<file path="src/rtl/ro_pkg.sv">
// Shared constants, the slot-owner helper and the default entry layout for the readout capture stage.
// RO_CAPTURE_TSTAMP_EN adds a slot timestamp field to each queued entry.
package ro_pkg;

   localparam int N_CH_DEF = 19;
   localparam int CHAN_W   = $clog2(N_CH_DEF);

   typedef struct packed {
      logic [CHAN_W-1:0]   chan;
      logic                eve;
      logic                pol;
`ifdef RO_CAPTURE_TSTAMP_EN
      logic [N_CH_DEF-1:0] tstamp;
`endif
   } ro_entry_t;

   // Lowest set bit among the low n bits; the all-zero wrap slot belongs to channel n-1.
   function automatic int ctz(input logic [31:0] v, input int n);
      int   r;
      logic found;
      r     = n - 1;
      found = 1'b0;
      for (int i = 0; i < 32; i++) begin
         if (!found && (i < n) && v[i]) begin
            r     = i;
            found = 1'b1;
         end
      end
      return r;
   endfunction

endpackage

</file>
<file path="src/rtl/ro_fifo.sv">
// Generic synchronous first-word-fall-through FIFO; a push while full is ignored unless a pop frees
// the head slot in the same cycle. The head reads as zero while empty.
module ro_fifo #(
   parameter int WIDTH = 8,
   parameter int DEPTH = 8
) (
   input  logic             clk_master,
   input  logic             rstb,
   input  logic             push,
   input  logic [WIDTH-1:0] push_data,
   output logic             full,
   input  logic             pop,
   output logic [WIDTH-1:0] pop_data,
   output logic             empty
);

   localparam int AW = $clog2(DEPTH);

   logic [WIDTH-1:0] mem_q [DEPTH];
   logic [WIDTH-1:0] mem_d [DEPTH];
   logic [AW:0]      wr_ptr_q, wr_ptr_d;
   logic [AW:0]      rd_ptr_q, rd_ptr_d;
   logic             wr_en, rd_en;

   always_comb begin
      empty    = (wr_ptr_q == rd_ptr_q);
      full     = (wr_ptr_q[AW] != rd_ptr_q[AW]) && (wr_ptr_q[AW-1:0] == rd_ptr_q[AW-1:0]);
      rd_en    = pop & ~empty;
      wr_en    = push & (~full | rd_en);
      wr_ptr_d = wr_ptr_q;
      rd_ptr_d = rd_ptr_q;
      mem_d    = mem_q;
      if (wr_en) begin
         mem_d[wr_ptr_q[AW-1:0]] = push_data;
         wr_ptr_d                = wr_ptr_q + (AW+1)'(1);
      end
      if (rd_en) begin
         rd_ptr_d = rd_ptr_q + (AW+1)'(1);
      end
      pop_data = empty ? '0 : mem_q[rd_ptr_q[AW-1:0]];
   end

   always_ff @(posedge clk_master or negedge rstb) begin
      if (!rstb) begin
         wr_ptr_q <= '0;
         rd_ptr_q <= '0;
      end else begin
         wr_ptr_q <= wr_ptr_d;
         rd_ptr_q <= rd_ptr_d;
      end
   end

   always_ff @(posedge clk_master) begin
      mem_q <= mem_d;
   end

endmodule

</file>
<file path="src/rtl/ro_capture.sv">
// Capture stage for the shared readout lines: tracks the slot owner, samples on the negedge and queues
// non-empty samples. Define RO_CAPTURE_TSTAMP_EN to store and expose the slot count of each entry.
module ro_capture
   import ro_pkg::*;
#(
   parameter int N_CH       = N_CH_DEF,
   parameter int FIFO_DEPTH = 8,
   parameter int DROP_W     = 8
) (
   input  logic                    clk_master,
   input  logic                    rstb,
   input  logic                    ro_eve,
   input  logic                    ro_pol_eve,
   input  logic                    out_ready,
   output logic                    out_valid,
   output logic [$clog2(N_CH)-1:0] out_chan,
   output logic                    out_eve,
   output logic                    out_pol,
`ifdef RO_CAPTURE_TSTAMP_EN
   output logic [N_CH-1:0]         out_tstamp,
`endif
   output logic [DROP_W-1:0]       drop_cnt,
   output logic                    overflow
);

   localparam int CW = $clog2(N_CH);

   typedef struct packed {
      logic [CW-1:0]   chan;
      logic            eve;
      logic            pol;
`ifdef RO_CAPTURE_TSTAMP_EN
      logic [N_CH-1:0] tstamp;
`endif
   } entry_t;

   localparam int ENTRY_W = $bits(entry_t);

   logic [N_CH-1:0]   slot_q, slot_d;
   logic [CW-1:0]     chan_now;
   logic              samp_vld_q, samp_vld_d;
   logic              cap_eve_q, cap_eve_d;
   logic              cap_pol_q, cap_pol_d;
   logic [CW-1:0]     cap_chan_q, cap_chan_d;
`ifdef RO_CAPTURE_TSTAMP_EN
   logic [N_CH-1:0]   cap_slot_q, cap_slot_d;
`endif
   logic [DROP_W-1:0] drop_cnt_q, drop_cnt_d;
   logic              overflow_q, overflow_d;
   logic              push, pop, drop;
   logic              fifo_full, fifo_empty;
   entry_t            push_ent, head_ent;

   always_comb begin
      slot_d     = slot_q + N_CH'(1);
      chan_now   = CW'(ctz(32'(slot_q), N_CH));
      cap_eve_d  = ro_eve;
      cap_pol_d  = ro_pol_eve;
      cap_chan_d = chan_now;
`ifdef RO_CAPTURE_TSTAMP_EN
      cap_slot_d = slot_q;
`endif
      samp_vld_d = 1'b1;
   end

   always_ff @(posedge clk_master or negedge rstb) begin
      if (!rstb) begin
         slot_q <= '0;
      end else begin
         slot_q <= slot_d;
      end
   end

   // Lines are only driven in the high phase, so the sample is taken on the falling edge.
   always_ff @(negedge clk_master or negedge rstb) begin
      if (!rstb) begin
         samp_vld_q <= 1'b0;
         cap_eve_q  <= 1'b0;
         cap_pol_q  <= 1'b0;
         cap_chan_q <= '0;
`ifdef RO_CAPTURE_TSTAMP_EN
         cap_slot_q <= '0;
`endif
      end else begin
         samp_vld_q <= samp_vld_d;
         cap_eve_q  <= cap_eve_d;
         cap_pol_q  <= cap_pol_d;
         cap_chan_q <= cap_chan_d;
`ifdef RO_CAPTURE_TSTAMP_EN
         cap_slot_q <= cap_slot_d;
`endif
      end
   end

   always_comb begin
      push          = samp_vld_q & (cap_eve_q | cap_pol_q);
      pop           = ~fifo_empty & out_ready;
      drop          = push & fifo_full & ~pop;
      push_ent      = '0;
      push_ent.chan = cap_chan_q;
      push_ent.eve  = cap_eve_q;
      push_ent.pol  = cap_pol_q;
`ifdef RO_CAPTURE_TSTAMP_EN
      push_ent.tstamp = cap_slot_q;
`endif
      drop_cnt_d = drop_cnt_q;
      if (drop && (drop_cnt_q != '1)) begin
         drop_cnt_d = drop_cnt_q + DROP_W'(1);
      end
      overflow_d = overflow_q | drop;
   end

   always_ff @(posedge clk_master or negedge rstb) begin
      if (!rstb) begin
         drop_cnt_q <= '0;
         overflow_q <= 1'b0;
      end else begin
         drop_cnt_q <= drop_cnt_d;
         overflow_q <= overflow_d;
      end
   end

   ro_fifo #(
      .WIDTH (ENTRY_W),
      .DEPTH (FIFO_DEPTH)
   ) u_fifo (
      .clk_master (clk_master),
      .rstb       (rstb),
      .push       (push),
      .push_data  (push_ent),
      .full       (fifo_full),
      .pop        (pop),
      .pop_data   (head_ent),
      .empty      (fifo_empty)
   );

   always_comb begin
      out_valid = ~fifo_empty;
      out_chan  = head_ent.chan;
      out_eve   = head_ent.eve;
      out_pol   = head_ent.pol;
`ifdef RO_CAPTURE_TSTAMP_EN
      out_tstamp = head_ent.tstamp;
`endif
      drop_cnt  = drop_cnt_q;
      overflow  = overflow_q;
   end

endmodule
</file>
<file path="config.mk">
export PLATFORM = sky130hd
export DESIGN_NAME = ro_capture
export DESIGN_NICKNAME = d
export VERILOG_FILES = /design/src/rtl/ro_pkg.sv /design/src/rtl/ro_fifo.sv /design/src/rtl/ro_capture.sv
export SDC_FILE = /design/constraint.sdc
export NUM_CORES = 1
export LEC_CHECK = 0
export ABC_AREA = 0
export CORE_UTILIZATION = 55
export DETAILED_ROUTE_END_ITERATION = 12
export GPL_ROUTABILITY_DRIVEN = 0
export PLACE_DENSITY = 0.71
export SLEW_MARGIN = 10
export SYNTH_ARGS = -nofsm -noshare
export SYNTH_HDL_FRONTEND = slang
export SYNTH_SLANG_ARGS = --single-unit
</file>
<file path="constraint.sdc">
create_clock -name clk_master -period 3.5 [get_ports clk_master]
set_clock_uncertainty 0.2 [all_clocks]
set_input_delay 0.7 -clock clk_master [delete_from_list [all_inputs] [get_ports clk_master]]
set_output_delay 0.7 -clock clk_master [all_outputs]
set_load 0.05 [all_outputs]
</file>
After elaboration in Yosys (flattened, before gate mapping)

Cells that the tools add are included.

Register bits after elaboration: 100
Input bits: 5
Output and inout port bits: 17
Logic and storage cells: 125

Add/sub/neg operators: 4
$lt $le $gt $ge: 3
Eq/ne operators: 4
Multiplexer cells: 44
Bitwise gates (word level): 14
Reduce and logical (&&, ||, !) cells: 39

Operators with widths:

| cell                  | number |
|---|---|
| $mux 5                | 19 |
| $bwmux 56             | 1 |
| $mux 7                | 4 |
| $bmux 7 s3            | 1 |
| $demux 7 s3           | 1 |
| $logic_and 1x1->1     | 21 |
| $add 19x1->19 const B | 1 |
| $logic_not 1->1       | 18 |
| $mux 1                | 18 |
| $add 4x1->4 const B   | 2 |
| $add 8x1->8 const B   | 1 |
| $ge 4x4->1 const B    | 2 |
| $ne 8x8->1 const B    | 1 |
| $not 3->4             | 2 |
| $and 1x1->1           | 6 |
| $eq 4x4->1            | 1 |
| $lt 4x1->1 const B    | 1 |
| $eq 3x3->1            | 1 |
| $not 1->1             | 3 |
| $or 1x1->1            | 3 |
| $ne 1x1->1            | 1 |

Longest topological paths before layout

Gate-level depths: netlist of the first run.

Word-level depth: 55
Mapped depth: 9
Gate-level depth less buffers: 7

Cells and area by module

From an unflattened synthesis of the first run, not the netlist that was laid out.

Cells, all modules: 302
Area total of the unflattened synthesis: 4398.0 µm²

Modules (own cells, without submodules):

| module     | times used | cells each | area an instance (µm²) | seq. area each (µm²) |
|---|---|---|---|---|
| ro_fifo    | 1          | 148        | 2691.3                 | 1881.8 |
| ro_capture | 1          | 154        | 1706.6                 | 900.9 |

==> results of run 1 <==
## layout by cell type, fill, tap and decap left out, types with 11 or more instances in the layout
master / instances
edfxtp_1: 56
buf_4: 44
dfrtp_1: 36
nor2_1: 24
xnor2_1: 21
mux4_2: 14
xor2_1: 13
nand3_1: 13
clkdlybuf4s50_1: 12
nand2_1: 11
## repair_timing
item	in CTS	in global routing
buffers inserted	1	0
setup endpoints to repair	64	67
cloned	0	0
pin swaps	5	2
gates resized for setup	6	8
## worst reg2reg max path, cell delays in order, from the launching register on
cell and delay (ps):
dfrtn_1 430, nor2_2 60, or4b_4 480, or3_4 420
mux2_4 320
## final cells by class
cell class	count	area (µm²)
Clock buffer	9	124
Clock inverter	7	98.8
Fill cell	533	2160
Inverter	8	30.0
Multi-Input combinational cell	174	1560
Sequential cell	100	2780
Tap cell	99	124
Timing Repair Buffer	59	495
## flip-flops by register name (all words and copies together), names as in the netlist
| name | cells |
|---|---|
| drop_cnt | 8 |
| u_fifo.rd_ptr_q | 4 |
| overflow | 1 |
| u_fifo.wr_ptr_q | 4 |
| samp_vld_q | 1 |
| u_fifo.mem_q | 56 |
| cap_chan_q | 5 |
| cap_pol_q | 1 |
| slot_q | 19 |
| cap_eve_q | 1 |
## Yosys cell counts, types with 7 or more instances
master,number,area [µm²]
edfxtp_1,56,1680
dfrtp_1,36,901
nor2_1,28,105
xnor2_1,21,184
mux4_2,14,315
nand3_1,13,65.1
xor2_1,13,114
nand2_1,12,45.0
clkbuf_1,9,33.8
dfrtn_1,8,200
inv_1,8,30.0
mux2i_1,7,70.1
## stage by stage
stage          utilization [%]  TNS [ps]  instance area, µm²  hold slack [ps]
4_1_cts                   70.3     -5450                5180             50.3
5_1_grt                   70.7    -11180                5210             62.2
3_5_place_dp              66.8     -8610                4920              247
2_1_floorplan                -    -10860                4380              204
6_report                  70.7     -5150                5210             49.7
3_3_place_gp              66.8     -5950                4920              241
## kinds of logic (layout without fill, tap and decap cells)
group | after synthesis | after routing | share of synthesized area (%)
mux | 24 | 24 | 9.81
other cells | 1 | 1 | 0.0877
fa+ha+maj | 6 | 6 | 1.76
flops | 100 | 100 | 65.1
compound gates | 19 | 19 | 3.04
buf+inv | 22 | 83 | 2.20
simple gates | 90 | 90 | 11.0
xor+xnor | 34 | 34 | 6.97
## how the worst min path moves through the flow
| stage | from | endpoint | slack [ps] |
|---|---|---|---|
| 2_1_floorplan | rstb | drop_cnt[0] | 200 |
| 3_3_place_gp | overflow | overflow | 240 |
| 3_5_place_dp | overflow | overflow | 250 |
| 4_1_cts | rstb | u_fifo.wr_ptr_q[3] | 50 |
| 5_1_grt | rstb | drop_cnt[3] | 60 |
| 6_report | rstb | drop_cnt[3] | 50 |
## layer usage
metal / vias up / track usage [%]
met5: - / 0
met4: 0 / 7.26
met3: 11 / 2.88
met2: 25 / 33.2
met1: 1252 / 28.6
li1: 1190 / -
## power by group
part | switching (mW) | total [mW] | internal, mW
logic | 0.772 | 1.33 | 0.558
clock network | 0.397 | 0.805 | 0.408
registers | 0.169 | 1.55 | 1.38
==> reports/qor_table.md, run 1 <==
| Step | Parameter | This run |
| --- | --- | --- |
| die | Height of the chip | 90.2 µm |
| detailed routing | Met3 WL | 155 µm |
| sta | Slack of the critical path | -242 ps |
| detailed routing | Post-route antenna net violation count | 0 |
| die | Top Ports | 22 |
| synthesis | Ys flop type | edfxtp_1 |
| setup path | Type of element capturing the critical path | flip-flop |
| setup path | Worst-path cell chain | nor2_2, or4b_4, or3_4, mux2_4 |
| setup path | R2R Path End | drop_cnt[1] |
| placed design | Count of buffers inserted at the top-level ports | 21 |
| power and ir drop | Worst-case vdd ir drop | 0.000266 V |
| setup path | Delay-heaviest family, CP | simple AND/OR/NAND/NOR gates |
| die | Core area | 7370 µm² |
| setup path | Crit path launch | cap_pol_q |
| setup path | Startpoint type of the worst setup path | flip-flop |
| sta | RSZ-0062 raised after global routing | true |
| synthesis | Synthesis-stage register bit count | 100 |
| setup path | Delay of the slowest cell on the worst path | 480 ps |
| clock tree | TritonCTS clock tree | built |
| clock tree | Clock root buffer | clkbuf_8 |
| die | Die Area | 8130 µm² |
| clock tree | Maximum buffer depth of the clock tree | 2 |
| power and ir drop | Cell leakage power | 2.04 nW |
| power and ir drop | Power density over the cells | 707 nW/µm² |
| sta | Final setup viols | 58 |
| clock tree | Number of clock sinks | 100 |
| detailed routing | Post-route DRC | 0 |
| synthesis | Cell variety after synth | 46 |
| global routing | Largest net degree at the start of global routing | 22 |
| clock tree | Number of clock buffers inserted by TritonCTS | 9 |
| global routing | Global-route wire length before repair | 12.8 mm |
| synthesis | Count of yosys warnings during synthesis | 0 |
| placed design | Estimated wirelength of the detail-placed design | 5.18 mm |
| synthesis | Mapped Area | 4270 µm² |
| layout | Area grow syn2layout | 22.0% |
| clock tree | Clock-pin slew on the worst setup and hold paths | 100 ps |
| die | Die Width | 90.2 µm |
| setup path | Critical path class | reg2reg |
| detailed routing | DRT met1 WL | 3.48 mm |
| power and ir drop | Overall power of the completed layout | 3.69 mW |
| synthesis | Synthesized net count | 307 |
| min path | Path class of the lowest-slack min-delay path | in2async |
| setup path | Worst r2r path cells | 4 |
| detailed routing | Routed length per placed instance | 16.5 µm |
| detailed routing | Overall routed net length | 7.51 mm |
| global routing | Global-route congestion overflow total | 0 |
| detailed routing | DR vias | 2478 |
| sta | Transition time at the pin with the least slew margin | 763 ps |
| detailed routing | Routed met2 length | 3.77 mm |
| synthesis | FFs w/ async S/R, synth | 44.0% |
| global routing | Vias in the first global route | 2544 |
| sta | Final hold violation count | 0 |
| clock tree | Insertion delay of the later-clocked pin in the worst-skew pair | 360 ps |
| sta | Tightest slew margin relative to the limit | 49.1% |
| detailed routing | Average via count per standard cell | 5.43 |
| synthesis | Number of enable flip-flop cells after synthesis | 56 |
| placed design | Setup slack at placement | -344 ps |
| setup path | CP max FO | 8 |
| flow run | Max-capacitance violation count | 0 |
| global routing | Gr usage total | 20.4% |
| detailed routing | Topmost layer with routed signal wires | met4 |
| layout | Inserted Diodes | 0 |
| setup path | R2R setup slack | -240 ps |
| synthesis | Per-instance average area after synthesis | 14.4 µm² |
| die | Number of placement rows | 31 |
| layout | Fraction of final layout cells sized beyond drive strength 1 | 30.5% |
| sta | Max Slew Vio Count | 0 |
| detailed routing | Number of detailed-routing iterations run before antenna repair | 4 |
| outcome | Failing checks | setup timing |
| layout | Count of placed standard cells in the final layout, fillers left out | 456 |
| setup path | Worst endpoint data arrival time | 3800 ps |
| setup path | Capture point of the critical path | drop_cnt[1] |
| layout | Net count, final | 363 |
| setup path | Launch instance of the worst register-to-register path | cap_pol_q |
| synthesis | Proportion of synthesized chip area in sequential cells | 65.1% |
| detailed routing | Starting DRT DRC Count | 109 |
| setup path | Sum of buffers and inverters on the critical path | 0 |
| synthesis | Cell count after synthesis | 296 |
| outcome | Status | finished with violations |
| clock tree | # H-tree levels | 3 |
| die | Starting Density | 58.0% |
| setup path | WP data required | 3550 ps |
| placed design | Cell Count Post-Placement | 439 |
| setup path | CP Depth | 4 |
| clock tree | Hold Buf Count CTS | 0 |
| setup path | Cell type of the slowest stage on the worst timing path | or4b_4 |
| global routing | Antenna violations before repair | 0 |
(Power assumes the default switching activity.)
==> run 2: changes to the inputs <==
- CELL_PAD_IN_SITES_DETAIL_PLACEMENT: not set -> 2
- CELL_PAD_IN_SITES_GLOBAL_PLACEMENT: not set -> 2
- CORE_UTILIZATION: 55 -> 43
- PLACE_DENSITY: 0.71 -> 0.76
- RECOVER_POWER: not set -> 25
==> reports/qor_table.md, run 2 (synthesis gave the netlist of run 1 again) <==
| Step | Parameter | This run | Change |
| --- | --- | --- | --- |
| sta | Slack of the critical path | -364 ps | -121 ps |
| setup path | Crit path launch | cap_pol_q |  |
| detailed routing | Number of detailed-routing iterations run before antenna repair | 4 | unchanged |
| die | Die Area | 10300 µm² | +27% |
| placed design | Count of buffers inserted at the top-level ports | 21 | unchanged |
| clock tree | TritonCTS clock tree | built |  |
| detailed routing | Routed length per placed instance | 22.4 µm | +36% |
| power and ir drop | Worst-case vdd ir drop | 0.000455 V | +71% |
| sta | RSZ-0062 raised after global routing | true |  |
| setup path | Worst-path cell chain | nor2_2, or4b_4, or3_4, buf_4, nor3_2, xor2_1 |  |
| outcome | Failing checks | setup timing |  |
| setup path | CP max FO | 7 | -1 |
| clock tree | Clock root buffer | clkbuf_8 |  |
| setup path | WP data required | 3590 ps | +40 ps |
| detailed routing | Average via count per standard cell | 5.27 | -3.0% |
| placed design | Setup slack at placement | -401 ps | -57.8 ps |
| placed design | Estimated wirelength of the detail-placed design | 7.51 mm | +45% |
| clock tree | # H-tree levels | 3 | unchanged |
| clock tree | Clock-pin slew on the worst setup and hold paths | 120 ps | +20 ps |
| global routing | Largest net degree at the start of global routing | 24 | +9.1% |
| setup path | Worst endpoint data arrival time | 3960 ps | +160 ps |
| power and ir drop | Power density over the cells | 707 nW/µm² | about the same |
| layout | Post-layout instance area | 5450 µm² | +4.5% |
| layout | Inserted Diodes | 0 | unchanged |
| setup path | Startpoint type of the worst setup path | flip-flop |  |
| setup path | Critical path class | reg2reg |  |
| clock tree | Number of clock buffers inserted by TritonCTS | 9 | unchanged |
| min path | Path class of the lowest-slack min-delay path | in2async |  |
| clock tree | Maximum buffer depth of the clock tree | 2 | unchanged |
| detailed routing | Post-route DRC | 0 | unchanged |
| layout | Fraction of final layout cells sized beyond drive strength 1 | 34.6% | +4.0 points |
| setup path | Delay of the slowest cell on the worst path | 470 ps | about the same |
| placed design | Post-Place Cell Area | 4990 µm² | +1.3% |
| detailed routing | DR vias | 2684 | +8.3% |
| sta | Final hold violation count | 0 | unchanged |
| global routing | Global-route wire length before repair | 17.5 mm | +37% |
| die | Top Ports | 22 | unchanged |
| die | Starting Density | 44.1% | -14 points |
| layout | Largest register by flop count | u_fifo.mem_q |  |
| sta | Tightest slew margin relative to the limit | 17.8% | -31 points |
| layout | Commonest cells after routing, fill and taps aside | edfxtp_1 (56), buf_4 (49), dfrtp_1 (36) |  |
| detailed routing | Overall routed net length | 11.4 mm | +52% |
| sta | Transition time at the pin with the least slew margin | 1230 ps | +470 ps |
| setup path | Launch instance of the worst register-to-register path | cap_pol_q |  |
| detailed routing | Starting DRT DRC Count | 83 | -24% |
| power and ir drop | Overall power of the completed layout | 3.85 mW | +4.5% |
| clock tree | Hold Buf Count CTS | 0 | unchanged |
| die | Core area | 9680 µm² | +31% |
| die | Height of the chip | 102 µm | +13% |
| flow run | Max-capacitance violation count | 0 | unchanged |
| clock tree | Insertion delay of the later-clocked pin in the worst-skew pair | 380 ps | +20 ps |
| layout | Net count, final | 382 | +5.2% |
| global routing | Global-route congestion overflow total | 0 | unchanged |
| power and ir drop | Cell leakage power | 2.13 nW | +4.7% |
| clock tree | Number of clock sinks | 100 | unchanged |
| setup path | Type of element capturing the critical path | flip-flop |  |
| sta | Max Slew Vio Count | 0 | unchanged |
| detailed routing | Post-route antenna net violation count | 0 | unchanged |
| layout | Most common cell after layout, fill and taps aside | edfxtp_1 |  |
| setup path | Cell type of the slowest stage on the worst timing path | or4b_4 |  |
| outcome | Status | finished with violations |  |
| die | Number of placement rows | 36 | +16% |
| global routing | Gr usage total | 23.8% | +3.4 points |
| layout | Number of flip-flops in the largest register | 56 | unchanged |
| global routing | Vias in the first global route | 2997 | +18% |
| die | Die Width | 102 µm | +13% |
| global routing | Antenna violations before repair | 0 | unchanged |
| sta | Smallest hold slack | 230 ps | +180 ps |
| layout | Area grow syn2layout | 27.4% |  |
| sta | Final setup viols | 68 | +17% |
run 2: per-stage QoR:
step / std cells / utilization (%) / setup TNS, ps
2_1_floorplan: 296 / - / -10860
3_3_place_gp: 479 / 51.5 / -7330
3_5_place_dp: 479 / 51.5 / -14870
4_1_cts: 504 / 55.6 / -10210
5_1_grt: 509 / 56.2 / -18430
6_report: 509 / 56.2 / -14370
run 2: final timing paths:
path                                       to  slack, ps  depth (start not counted)
max in group asynchronous       cap_chan_q[4]        590                          1
min in group clk_master            slot_q[18]        310                          1
setup / recovery                  drop_cnt[6]       -360                          6
hold / removal             u_fifo.rd_ptr_q[0]        230                          1
setup reg to reg                  drop_cnt[6]       -360                          6
hold reg to reg                    slot_q[18]        310                          1
run 2: area by class of cell:
type                            count  area, µm²
Clock inverter                      6       68.8
Fill cell                         891       4240
Timing Repair Buffer               78        666
Multi-Input combinational cell    174       1610
Sequential cell                   100       2780
Clock buffer                       10        128
Inverter                            8       30.0
Tap cell                          133        166
run 2: repair_timing:
item                       CTS  global route
setup endpoints to repair   66            70
pin swaps                    7             4
buffers inserted             9             5
gates resized for setup     28            11
run 2: metal layers:
layer / GRT usage, % / share of wire, % / vias up
met4: 6.80 / 1.4 / 0
met1: 29.6 / 42 / 1417
li1: - / - / 1228
met2: 42.7 / 55 / 25
met3: 3.93 / 1.4 / 14
met5: 0 / 0 / -
run 2: power by group:
group | switching, mW | leakage (nW) | internal (mW)
registers | 0.184 | 1.07 | 1.38
logic | 0.902 | 0.962 | 0.613
clock network | 0.433 | 0.0977 | 0.338
run 2: critical path: cells and delay by family (launching register included):
kind                      cells  cell delay (ps)
xor gates and xnor gates      1              170
and+or+nand+nor               4             1060
DFF                           1              450
buffers and inverters         1              160
==> variant (config.mk and constraints of run 2) <==
Set the parameter `FIFO_DEPTH` to 16 (it was 8).
--- a/src/rtl/ro_capture.sv
+++ b/src/rtl/ro_capture.sv
@@ -4,7 +4,7 @@
    import ro_pkg::*;
 #(
    parameter int N_CH       = N_CH_DEF,
-   parameter int FIFO_DEPTH = 8,
+   parameter int FIFO_DEPTH = 16,
    parameter int DROP_W     = 8
 ) (
    input  logic                    clk_master,
Function: not checked (the comparison handles one clock edge and no latches or derived clocks); the edit may change what the design does.
==> variant against run 2 <==
- the run still ends with negative setup slack left
- sequential cell count grew 58
- synthesized cell count grew 36%
- first-iteration DRC count grew 110%
- final area grew 46%
- total power grew 55%
- area after synthesis grew 54%
- combinational power grew 26%
- cell count grew 30%
- routed wire length grew 49%
- worst setup slack gained 360 ps
- sequential share of layout area grew 5.9 points
- critical path type unchanged
- largest cell class unchanged
==> variant: results (changes against run 2) <==
The longest individual stage delay on the worst path came out at 410 ps (was 470 ps). The number of register bits inferred by synthesis is 158 (was 100). The proportion of synthesized flip-flops having asynchronous set or reset is 29.1% (was 44.0%). The least setup slack across all paths after layout was -4.77 ps (was -364 ps). The iteration-0 DRC count of the detailed router was 173 (was 83). The post-route total power is 5.98 mW (was 3.85 mW). The sequential fraction of total cell area is 57.0% (was 51.1%). The number of distinct library cell variants in the gate-level netlist after synthesis came out at 41 (was 46). The combinational power is 1.90 mW (was 1.51 mW). The worst slew slack as a fraction of its limit is 5.74% (was 17.8%). The number of fill cells came out at 1334 (was 891). The internal portion of total power is 3.96 mW (was 2.33 mW). The first-pass GRT wire length is 26.5 mm (was 17.5 mm).

The clock insertion delay at the later pin of the skew report was 420 ps (was 380 ps). Failing checks: negative setup slack (unchanged). The number of multi-input combinational cells in the layout is 220 (was 174). The flip-flop count of the largest register after layout was 112 (was 56). The layout buffering overhead excluding clock cells came out at 5.88% (was 12.2%). The met1 usage in global routing was 30.4% (was 29.6%). Result of the run: complete, but fails checks (unchanged). The largest net degree at the start of global routing came to 26 (was 24). The highest net fanout along the worst path came out at 17 (was 7). The overall routing resource usage is 23.6% (was 23.8%). The number of enable-type register cells in the synthesized netlist came out at 112 (was 56). The number of clock buffers in the layout came out at 27 (was 10). The final design utilization is 53.8% (was 56.2%). The proportion of layout cells with a drive suffix above 1 is 27.3% (was 34.6%).

Leading post-synthesis cells by instance count: 112 x edfxtp_1, 38 x dfrtp_1, 28 x mux4_2, 20 x xor2_1 (was 56 x edfxtp_1, 36 x dfrtp_1, 28 x nor2_1, 21 x xnor2_1, 14 x mux4_2). The instance area at placement came out at 7240 µm² (was 4990 µm²). The largest delay contributor family on the critical path is flip-flops (was simple AND/OR/NAND/NOR gates).

The fraction of area in clock buffers and inverters came to 7.15% (was 3.61%). The detailed route wirelength on metal2 came out at 8.97 mm (was 6.29 mm). The worst supply voltage drop on vdd came out at 0.404 mV (was 0.455 mV). The number of setup violations in the final report came to 4 (was 68).

The via count of the first global-routing pass is 4250 (was 2997). The share of the yosys chip area belonging to registers came out at 68.5% (was 65.1%). The leakage power figure came out at 3.03 nW (was 2.13 nW).
==> variant: what timing repair did <==
action	4_1_cts	5_1_grt
setup buffers	2	0
gates resized for setup	6	25
cloned	0	0
setup endpoints to repair	22	106
pin swaps	1	1
==> variant: path summary, 6_finish.rpt <==
kind | start | endpoint | slack (ps) | depth (start not counted)
min in group clk_master | slot_q[0] | slot_q[0] | 260 | 1
setup reg to reg | cap_eve_q | u_fifo.mem_q[87] | -5 | 6
hold reg to reg | slot_q[0] | slot_q[0] | 260 | 1
max in group asynchronous | rstb | cap_chan_q[3] | 540 | 1
hold / removal | rstb | slot_q[1] | 240 | 1
setup / recovery | cap_eve_q | u_fifo.mem_q[87] | -5 | 6
==> variant: kinds of logic (layout without fill, tap and decap cells) <==
family,Yosys count,after routing,synth area share [%]
buf+inv,26,98,1.76
compound gates,31,31,3.26
xor+xnor,37,37,4.91
fa+ha+maj,9,9,1.71
flops,158,158,68.5
other cells,1,1,0.0569
mux,37,37,11.0
simple gates,105,105,8.88
